--- config.mk ---
export PLATFORM = sky130hd
export DESIGN_NAME = wshbn_cache_arbiter
export DESIGN_NICKNAME = d
export VERILOG_FILES = /design/src/rtl/cache_parameters.sv /design/src/rtl/wshbn_cache_arbiter.sv
export SDC_FILE = /design/constraint.sdc
export NUM_CORES = 1
export LEC_CHECK = 0
export ABC_AREA = 1
export ABC_CLOCK_PERIOD_IN_PS = 2000
export CORE_AREA = 8 8 338 340
export CTS_CLUSTER_DIAMETER = 100
export DETAILED_ROUTE_END_ITERATION = 10
export DIE_AREA = 0 0 346 348
export GPL_TIMING_DRIVEN = 0
export PLACE_DENSITY = 0.33
export SLEW_MARGIN = 20
export SYNTH_ARGS = -nofsm -noshare
export SYNTH_HDL_FRONTEND = slang
export SYNTH_SLANG_ARGS = --single-unit
--- constraint.sdc ---
create_clock -name CLK_I -period 2 [get_ports CLK_I]
set_clock_uncertainty 0.1 [all_clocks]
set_input_delay 0.3 -clock CLK_I [delete_from_list [all_inputs] [get_ports CLK_I]]
set_output_delay 0.3 -clock CLK_I [all_outputs]
set_load 0.005 [all_outputs]
--- src/rtl/cache_parameters.sv ---
// Shared cache/memory types for the I/D cache pair and the Wishbone block master.
// No logic; pure type and constant definitions.
// Flow control is cs-level / ack-pulse between cache, arbiter and master.
package cache_parameters;

  localparam int WORD_WIDTH   = 32;
  localparam int ADDR_WIDTH   = 32;
  localparam int BLOCK_SIZE   = 4;
  localparam int OFFSET_WIDTH = 2;

  // Block request from a cache; rw=1 is a write of the whole block.
  typedef struct packed {
    logic                                  cs;
    logic                                  rw;
    logic [ADDR_WIDTH-1:0]                 addr;
    logic [BLOCK_SIZE-1:0][WORD_WIDTH-1:0] data;
  } memory_request_t;

  // Block response; ack pulses for one cycle when the block transfer ends.
  typedef struct packed {
    logic                                  ack;
    logic [BLOCK_SIZE-1:0][WORD_WIDTH-1:0] data;
  } memory_response_t;

  typedef enum logic [1:0] {
    GNT_NONE   = 2'd0,
    GNT_ICACHE = 2'd1,
    GNT_DCACHE = 2'd2
  } mem_grant_t;

  typedef enum logic [1:0] {
    ARB_IDLE    = 2'd0,
    ARB_ISSUE   = 2'd1,
    ARB_RELEASE = 2'd2
  } arb_state_t;

endpackage

--- src/rtl/wshbn_cache_arbiter.sv ---
// Shares one Wishbone block master between the I-cache and the D-cache.
// Latency: cs sampled at edge N -> mem_req_o.cs from cycle N+1; ack passes through combinationally.
// Backpressure: a losing requester holds cs and is served on the next ARB_IDLE; 2-cycle issue gap.
module wshbn_cache_arbiter
  import cache_parameters::*;
#(
  parameter bit FIXED_PRIO = 1'b0
) (
  input  logic             CLK_I,
  input  logic             RST_I,
  input  memory_request_t  ireq_i,
  output memory_response_t ires_o,
  input  memory_request_t  dreq_i,
  output memory_response_t dres_o,
  output memory_request_t  mem_req_o,
  input  memory_response_t mem_res_i,
  output mem_grant_t       grant_o,
  output logic             busy_o
);

  arb_state_t      state, state_nx;
  memory_request_t req_q, req_nx;
  mem_grant_t      grant, grant_nx;
  mem_grant_t      last_gnt, last_nx;
  mem_grant_t      winner;

  // Winner of the current idle-cycle requests; ties go to D (fixed) or away from last owner.
  function automatic mem_grant_t pick_winner(input logic i_cs, input logic d_cs,
                                             input mem_grant_t last, input logic fixed_prio);
    if (i_cs && d_cs) begin
      if (fixed_prio)
        return GNT_DCACHE;
      else
        return (last == GNT_ICACHE) ? GNT_DCACHE : GNT_ICACHE;
    end else if (i_cs) begin
      return GNT_ICACHE;
    end else if (d_cs) begin
      return GNT_DCACHE;
    end
    return GNT_NONE;
  endfunction

  assign winner = pick_winner(ireq_i.cs, dreq_i.cs, last_gnt, FIXED_PRIO);

  // State, latched request and ownership registers.
  always_ff @(posedge CLK_I) begin
    if (RST_I) begin
      state    <= ARB_IDLE;
      req_q    <= '0;
      grant    <= GNT_NONE;
      last_gnt <= GNT_DCACHE;
    end else begin
      state    <= state_nx;
      req_q    <= req_nx;
      grant    <= grant_nx;
      last_gnt <= last_nx;
    end
  end

  // Next-state decode, master request drive and ack steering.
  always_comb begin
    state_nx     = state;
    req_nx       = req_q;
    grant_nx     = grant;
    last_nx      = last_gnt;
    mem_req_o    = req_q;
    mem_req_o.cs = 1'b0;
    ires_o.data  = mem_res_i.data;
    dres_o.data  = mem_res_i.data;
    ires_o.ack   = 1'b0;
    dres_o.ack   = 1'b0;

    case (state)
      ARB_IDLE: begin
        // Requester fields are only looked at here; the transfer runs from req_q.
        if (winner != GNT_NONE) begin
          req_nx   = (winner == GNT_ICACHE) ? ireq_i : dreq_i;
          grant_nx = winner;
          state_nx = ARB_ISSUE;
        end
      end
      ARB_ISSUE: begin
        mem_req_o.cs = 1'b1;
        if (mem_res_i.ack) begin
          // Ack is steered to the owner only; it is suppressed while reset is applied.
          ires_o.ack = (grant == GNT_ICACHE) && !RST_I;
          dres_o.ack = (grant == GNT_DCACHE) && !RST_I;
          last_nx    = grant;
          grant_nx   = GNT_NONE;
          state_nx   = ARB_RELEASE;
        end
      end
      ARB_RELEASE: begin
        // One cycle with cs low so the master drops back to idle before the next issue.
        grant_nx = GNT_NONE;
        state_nx = ARB_IDLE;
      end
      default: begin
        grant_nx = GNT_NONE;
        state_nx = ARB_IDLE;
      end
    endcase
  end

  assign grant_o = grant;
  assign busy_o  = (state != ARB_IDLE);

endmodule

# Word level (Yosys, flattened, before mapping)
# Cells that the tools add are included.
totals:
  inputBits: 455
  wordCells: 46
  register_bits: 167
classes:
  n_reduce_logical: 10
  mux: 20
  n_eq_ne: 7
ops:
  columns: ["operator", "n"]
  rows:
  - ["$mux 161", 1]
  - ["$mux 2", 9]
  - ["$eq 2x1->1 const B", 4]
  - ["$mux 1", 8]
  - ["$pmux 2 s2", 2]
  - ["$reduce_and 2->1", 3]
  - ["$ne 2x2->1 const B", 2]
  - ["$reduce_bool 2->1", 2]
  - ["$logic_and 1x1->1", 3]
  - ["$eq 2x2->1 const B", 1]
  - ["$logic_not 2->1", 1]
  - ["$logic_not 1->1", 1]

# Logic depth before layout (Yosys ltp)
# Gate-level depths: netlist of run 1.
logic_depth:
  word_depth: 7
  ltp_mapped: 9
  depth_no_buf: 7

# Worst setup path before layout of run 1
# Ideal clock, no wire load.
synth_timing:
  path_type: "flip-flop to flip-flop"
  start: "reg state[0]"
  end: "reg req_q, in the netlist mem_req_o[135]"
  path_stages_with_launch: 7
  required_time_ns: 1.772
  slack_ns: 0.603
  arrival_time_ns: 1.169
  synth_period_minus_slack_ns: 1.397
  cell_sequence: "dfxtp_1 > inv_1 > nand2_1 > nor2_4 > buf_2 > clkbuf_1 > a21oi_1"
synth_via:
  elab_chain_cells: 2
synth_lines:
  columns: ["element", "line", "rtl"]
  rows:
  - ["from (decl)", "wshbn_cache_arbiter.sv:21", "arb_state_t state, state_nx;"]
  - ["from (signal assigned)", "wshbn_cache_arbiter.sv:53", "state <= state_nx;"]
  - ["$logic_not 2->1", "wshbn_cache_arbiter.sv:73", "case (state)"]
  - ["$reduce_and 2->1 (no source line)", null, null]
  - ["to (signal assigned)", "wshbn_cache_arbiter.sv:54", "req_q <= req_nx;"]
  - ["to (decl)", "wshbn_cache_arbiter.sv:22", "memory_request_t req_q, req_nx;"]
# No other way between the ends.
# A chain may end at the register's enable or synchronous reset.

# Final worst setup path of run 1
layout_timing:
  start: "reg req_q, in the netlist mem_req_o[86]"
  end: "out mem_req_o[86] in the netlist's numbering"
layout_lines:
  columns: ["element", "line", "rtl"]
  rows:
  - ["to (decl)", "wshbn_cache_arbiter.sv:15", "output memory_request_t mem_req_o,"]
# No word-level cell between the ends.

==> results.ini, run 1 <==
[critical_path]
cp.depth=1
path_buf_inv=1
worstReg2RegStart=last_gnt[1]$_SDFFE_PP1P_
critPathKind=flop to output pin
rr_worst_depth=8
crit_family=buffers and inverters
ff2ff_setup_slack_ns=0.13
startpoint=mem_req_o[86]$_SDFFE_PP0P_
critical_path_arrival_ns=1.50
max_stage_delay_ns=0.66
crit_chain=clkdlybuf4s50_1
cp-endpoint=mem_req_o[86]
cp.required_ns=1.60
crit_slowest_cell=clkdlybuf4s50_1
reg2reg_to=mem_req_o[12]$_SDFFE_PP0P_
endpoint_kind=output pin
cp_max_fo=2
startpoint_type=flop

[logic_synthesis]
yosysSeqAreaShare_pct=32.5
synth-edff-count=0
yosysMostFrequentCell=nand2_1
synthArstFlopShare_pct=0
synth_ff_type=dfxtp_1
synth_fp_nets=2129
yosysWarnings=0
syn_avg_cell_area_um2=6.14
synth-seq-cells=167
synth_top_area_share_pct=32.5
synthTopCellsByCount=nand2_1 (765), buf_4 (258), inv_1 (195)
yosys.area.top_type=dfxtp_1
netlist_instances=1674
netlist_area_mm2=0.0103
synthTopCellsByArea=dfxtp_1 (33%), nand2_1 (28%), buf_4 (19%)
synthDistinctLibCells=16

[sta]
setup_viol=0
period_share_pct=95.1
max_freq_ghz=0.526
tightest_slew_ns=0.940
rsz0062_at_grt=true
timing.final.crit_period_ns=1.90
finalHoldViolCount=0
layout_setup_ws_ns=0.0978
tns_ns=0
relSlewSlack_pct=37.3
slew_viol_final=0

[clock_tree]
cts_tree=built
clk_latency_ns=0.50
clk_pin_slew_ns=0.07
htreeDepth=4
cts_buffer_depth=2
cts_sinks=167
numCtsBuffers=17
cts-root-buf=clkbuf_16

[floorplan]
core_area_mm2=0.109
die_w_um=346
pin_count=878
die_y_um=348
start_util_pct=9.40
dieArea_mm2=0.120
row_count=122

[drt]
drtAntennaViolNets=0
routedWlPerCell_um=18.9
drt_wl_total_um=73600
drc=0
vias=12300
drtIter0Drc=525
drt-pass1-iter-count=5
viasPerCell=3.15

[flow_run]
cap_violations=0

[grt]
grt_pass1_wl_um=101000
grt_max_degree=17
grt_overflow=0
grt_pass1_vias=12800
grt_use_total_pct=11.8
antenna_found_initial=13

[place]
place_ws_ns=-1.37
gp_congestion=0.761
dp_hpwl_um=63100
io_buffers=748

[final_layout]
final_util_pct=18.7
num-nets-final=2907
area_growth_pct=98.9
drive_gt1_share_pct=15.5

[power_and_ir_drop]
p_per_area_mw_per_mm2=563
total_leakage_power_nw=9.49
vdd_drop_max_mv=0.383
p_total_mw=11.5

[run_status]
outcome=complete, no violations

[worst_hold_path]
worstHoldPathCells=5
hold_path.class=primary input to flop
worstHoldStart=dreq_i[143]

==> layout by cell type, fill, tap and decap left out, types with 6 or more instances in the layout <==
cell type,n
dfxtp_1,163
o21ai_1,20
clkbuf_2,22
a21oi_1,164
clkbuf_4,13
buf_4,278
nand2_1,763
dlygate4sd2_1,7
clkbuf_16,17
buf_2,15
clkbuf_1,16
buf_6,6
clkdlybuf4s50_1,739
diode_2,6
inv_1,193
o21ai_0,6
==> per-stage QoR <==
stage / instances / cell area (um^2) / hold WS, ns
2_1_floorplan: 1674 / 10300 / 0.347
3_3_place_gp: 3848 / 19600 / 0.353
3_5_place_dp: 3849 / 19600 / 0.354
4_1_cts: 3889 / 20300 / 0.247
5_1_grt: 3894 / 20400 / 0.313
6_report: 3896 / 20400 / 0.322
==> per-layer routing <==
metal  track usage, %  up-vias  routed length [um]
li1                 -     6294                   -
met1             13.8     5489               31000
met2             20.1      436               35700
met3             4.52       49                5650
met4             3.10       12                1110
met5                0        -                  87
==> power by group <==
part	internal (mW)	switching, mW
Combinational	2.38	1.80
Clock	1.75	1.74
Sequential	3.66	0.180
Total	7.78	3.73
==> layout make-up <==
type                    instances  area (um^2)
plain buffers                 343         2460
diodes                          6         15.0
well taps                    1426         1780
inverters                     195          732
flip-flops and latches        167         3350
multi-input cells             968         3930
clock inverters                13          124
fillers                     12600        88900
clock buffers                  18          439
repair buffers                760         7610
==> logic make-up after synthesis <==
group | count (synthesis) | share of synthesized area (%)
AOI/OAI and AO/OA | 192 | 9.41
and+or+nand+nor | 776 | 28.5
DFF | 167 | 32.5
buffers and inverters | 539 | 29.6
==> worst min-delay path by stage <==
stage                                        to  slack [ns]
floorplan              last_gnt[0]$_SDFFE_PP0P_        0.35
global placement      mem_req_o[1]$_SDFFE_PP0P_        0.35
detailed placement   mem_req_o[15]$_SDFFE_PP0P_        0.35
CTS                  mem_req_o[98]$_SDFFE_PP0P_        0.25
global route         mem_req_o[88]$_SDFFE_PP0P_        0.31
finish              mem_req_o[143]$_SDFFE_PP0P_        0.32
==> timing repair <==
| item | in CTS | in global routing |
|---|---|---|
| pin swaps | 5 | 3 |
| buffers inserted | 9 | 2 |
| hold buffers | 0 | 0 |
| resized for setup | 66 | 51 |
| endpoints found under the hold margin | 0 | 0 |
| endpoints found under the setup margin | 175 | 120 |
==> state kept, by name, indices dropped and copies added (netlist names) <==
signal,cells
last_gnt,2
grant_o,2
mem_req_o,161
state,2
No activity file was read; power rests on OpenSTA's default activity.
==> run 2, diff against run 1 <==
--- a/config.mk
+++ b/config.mk
@@ -13,6 +13,7 @@
 export DIE_AREA = 0 0 346 348
 export GPL_TIMING_DRIVEN = 0
 export PLACE_DENSITY = 0.33
+export SETUP_SLACK_MARGIN = 0.4
 export SLEW_MARGIN = 20
 export SYNTH_ARGS = -nofsm -noshare
 export SYNTH_HDL_FRONTEND = slang
==> run 2 against run 1 <==
Register-to-register slack better by 0.04 ns. First-iteration DRC count down 19%. Critical path type unchanged. Routed wire length up 7.8%.
==> results.ini, run 2 (synthesis gave the netlist of run 1 again) <==
[grt]
grt_pass1_wl_um=106000  ; was 101,000 um
use_met1_pct=14.4  ; was 13.8%
grt_max_degree=17  ; unchanged
grt_overflow=0  ; unchanged
grt_use_met2_pct=21.2  ; was 20.1%
antenna_found_initial=12  ; was 13
grt_busiest_layer=met2  ; unchanged
met3_usage_pct=4.93  ; was 4.52%
grt_use_total_pct=12.4  ; was 11.8%
grt_pass1_vias=13200  ; was 12,800

[final_layout]
largest_register_ffs=161  ; unchanged
final_cell_mix=nand2_1 (580), clkdlybuf4s50_1 (580), buf_4 (281), inv_1 (190), dfxtp_1 (141)  ; was nand2_1 (763), clkdlybuf4s50_1 (739), buf_4 (278), inv_1 (193), a21oi_1 (164)
fillers=12400  ; was 12,600
drive_gt1_share_pct=33.0  ; was 15.5%
layout.cells.non_filler=3967  ; was 3,896
area_growth_pct=134  ; was 98.9%
num-nets-final=2978  ; was 2,907

[floorplan]
start_util_pct=9.40  ; unchanged
dieArea_mm2=0.120  ; unchanged
row_count=122  ; unchanged
die_w_um=346  ; unchanged
die_y_um=348  ; unchanged
core_area_mm2=0.109  ; unchanged
pin_count=878  ; unchanged

[place]
io_buffers=748  ; unchanged
gp_congestion=0.761  ; unchanged
dp_hpwl_um=63100  ; unchanged
placedCellCount=3849  ; unchanged

[clock_tree]
cts_tree=built  ; unchanged
clk_pin_slew_ns=0.07  ; about the same
numCtsBuffers=17  ; unchanged
clk_latency_ns=0.50  ; about the same
cts_buffer_depth=2  ; unchanged
cts_sinks=167  ; unchanged
htreeDepth=4  ; unchanged
cts-root-buf=clkbuf_16  ; unchanged
hold_buffers=0  ; unchanged

[drt]
routedWlPerCell_um=20.0  ; was 18.9 um
vias=12900  ; was 12,300
drtAntennaViolNets=0  ; unchanged
viasPerCell=3.25  ; was 3.15
drt-pass1-iter-count=6  ; was 5
drt_wl_total_um=79300  ; was 73,600 um
drc=0  ; unchanged
drtIter0Drc=427  ; was 525

[critical_path]
critical_path_arrival_ns=1.50  ; about the same
cp_common_cell=inv_2
crit_chain=inv_2 -> nor2_4 -> nand2_2 -> inv_2 -> nand2_4 -> nor3_4 -> buf_6  ; was clkdlybuf4s50_1
critPathKind=flop to output pin  ; unchanged
endpoint_kind=output pin  ; unchanged
cp_max_fo=3  ; was 2
crit_slowest_cell=dfxtp_2  ; was clkdlybuf4s50_1
cp.required_ns=1.60  ; about the same
startpoint_type=flop  ; unchanged
max_stage_delay_ns=0.33  ; was 0.66 ns

[sta]
slew_viol_final=0  ; unchanged
finalHoldViolCount=0  ; unchanged
relSlewSlack_pct=24.5  ; was 37.3%
period_share_pct=94.8  ; was 95.1%
hold_slack_ns=0.263  ; was 0.322 ns
rsz0062_at_grt=true  ; unchanged
max_freq_ghz=0.527  ; was 0.526 GHz
setup_viol=0  ; unchanged
timing.final.crit_period_ns=1.90  ; about the same
tightest_slew_ns=1.13  ; was 0.940 ns

[run_status]
outcome=complete, no violations  ; unchanged

[worst_hold_path]
hold_path.class=primary input to flop  ; unchanged

[power_and_ir_drop]
total_leakage_power_nw=12.8  ; was 9.49 nW
p_per_area_mw_per_mm2=540  ; was 563 mW/mm^2
vdd_drop_max_mv=0.385  ; was 0.383 mV

[flow_run]
cap_violations=0  ; unchanged

==> run 2: power by group <==
part | internal, mW | switching (mW)
logic | 3.20 | 2.36
registers | 3.67 | 0.256
clock network | 1.75 | 1.77
==> run 2: through the flow <==
step / power [mW] / TNS (ns) / setup WS [ns] / utilization (%) / cell area [um^2]
after CTS: 12.7 / -0.0227 / -0.0227 / 20.1 / 22000
after global placement: 8.13 / -188.20 / -1.50 / 17.9 / 19600
final: 13.0 / 0 / 0.103 / 22.0 / 24100
after detailed placement: 8.11 / -157.95 / -1.37 / 17.9 / 19600
after floorplan: 5.43 / 0 / 0.603 / - / 10300
after global routing: 13.8 / 0 / 0.0155 / 22.0 / 24100
==> run 2: layout make-up <==
cell class                      count  area (um^2)  share of cell area [%]
Buffer                            344         2930                    12.2
Tap cell                         1426         1780                    7.41
Inverter                          195          734                    3.05
Clock buffer                       18          439                    1.82
Sequential cell                   167         3380                    14.0
Clock inverter                     13          124                   0.514
Timing Repair Buffer              830         9250                    38.4
Multi-Input combinational cell    968         5430                    22.5
Antenna cell                        6         15.0                  0.0623
==> run 2: critical path: cells and delay by family, from the launching register on <==
| family | cells | cell delay (ns) |
|---|---|---|
| simple gates | 4 | 0.37 |
| buf+inv | 3 | 0.29 |
| flops | 1 | 0.33 |
==> run 2: final timing paths <==
| kind | cells past startpoint | startpoint | slack, ns | endpoint |
|---|---|---|---|---|
| worst min register to register | 2 | mem_req_o[92]$_SDFFE_PP0P_ | 0.36 | mem_req_o[92]$_SDFFE_PP0P_ |
| worst max register to register | 13 | state[0]$_SDFFE_PP0P_ | 0.17 | mem_req_o[6]$_SDFFE_PP0P_ |
| worst min-delay path | 5 | dreq_i[161] | 0.26 | grant_o[0]$_SDFFE_PP0P_ |
| worst max-delay path | 7 | state[0]$_SDFFE_PP0P_ | 0.10 | dres_o[128] |
==> run 2: metal layers <==
layer / part of all wire [%] / up-vias
li1: - / 6461
met1: 42 / 5925
met2: 49 / 453
met3: 7.2 / 57
met4: 1.6 / 12
met5: 0.12 / -
==> run 2: timing repair <==
item	in CTS	in global routing
buffers inserted	41	13
resized for setup	432	576
cloned	20	7
pin swaps	16	133
endpoints found under the hold margin	0	0
endpoints found under the setup margin	331	287
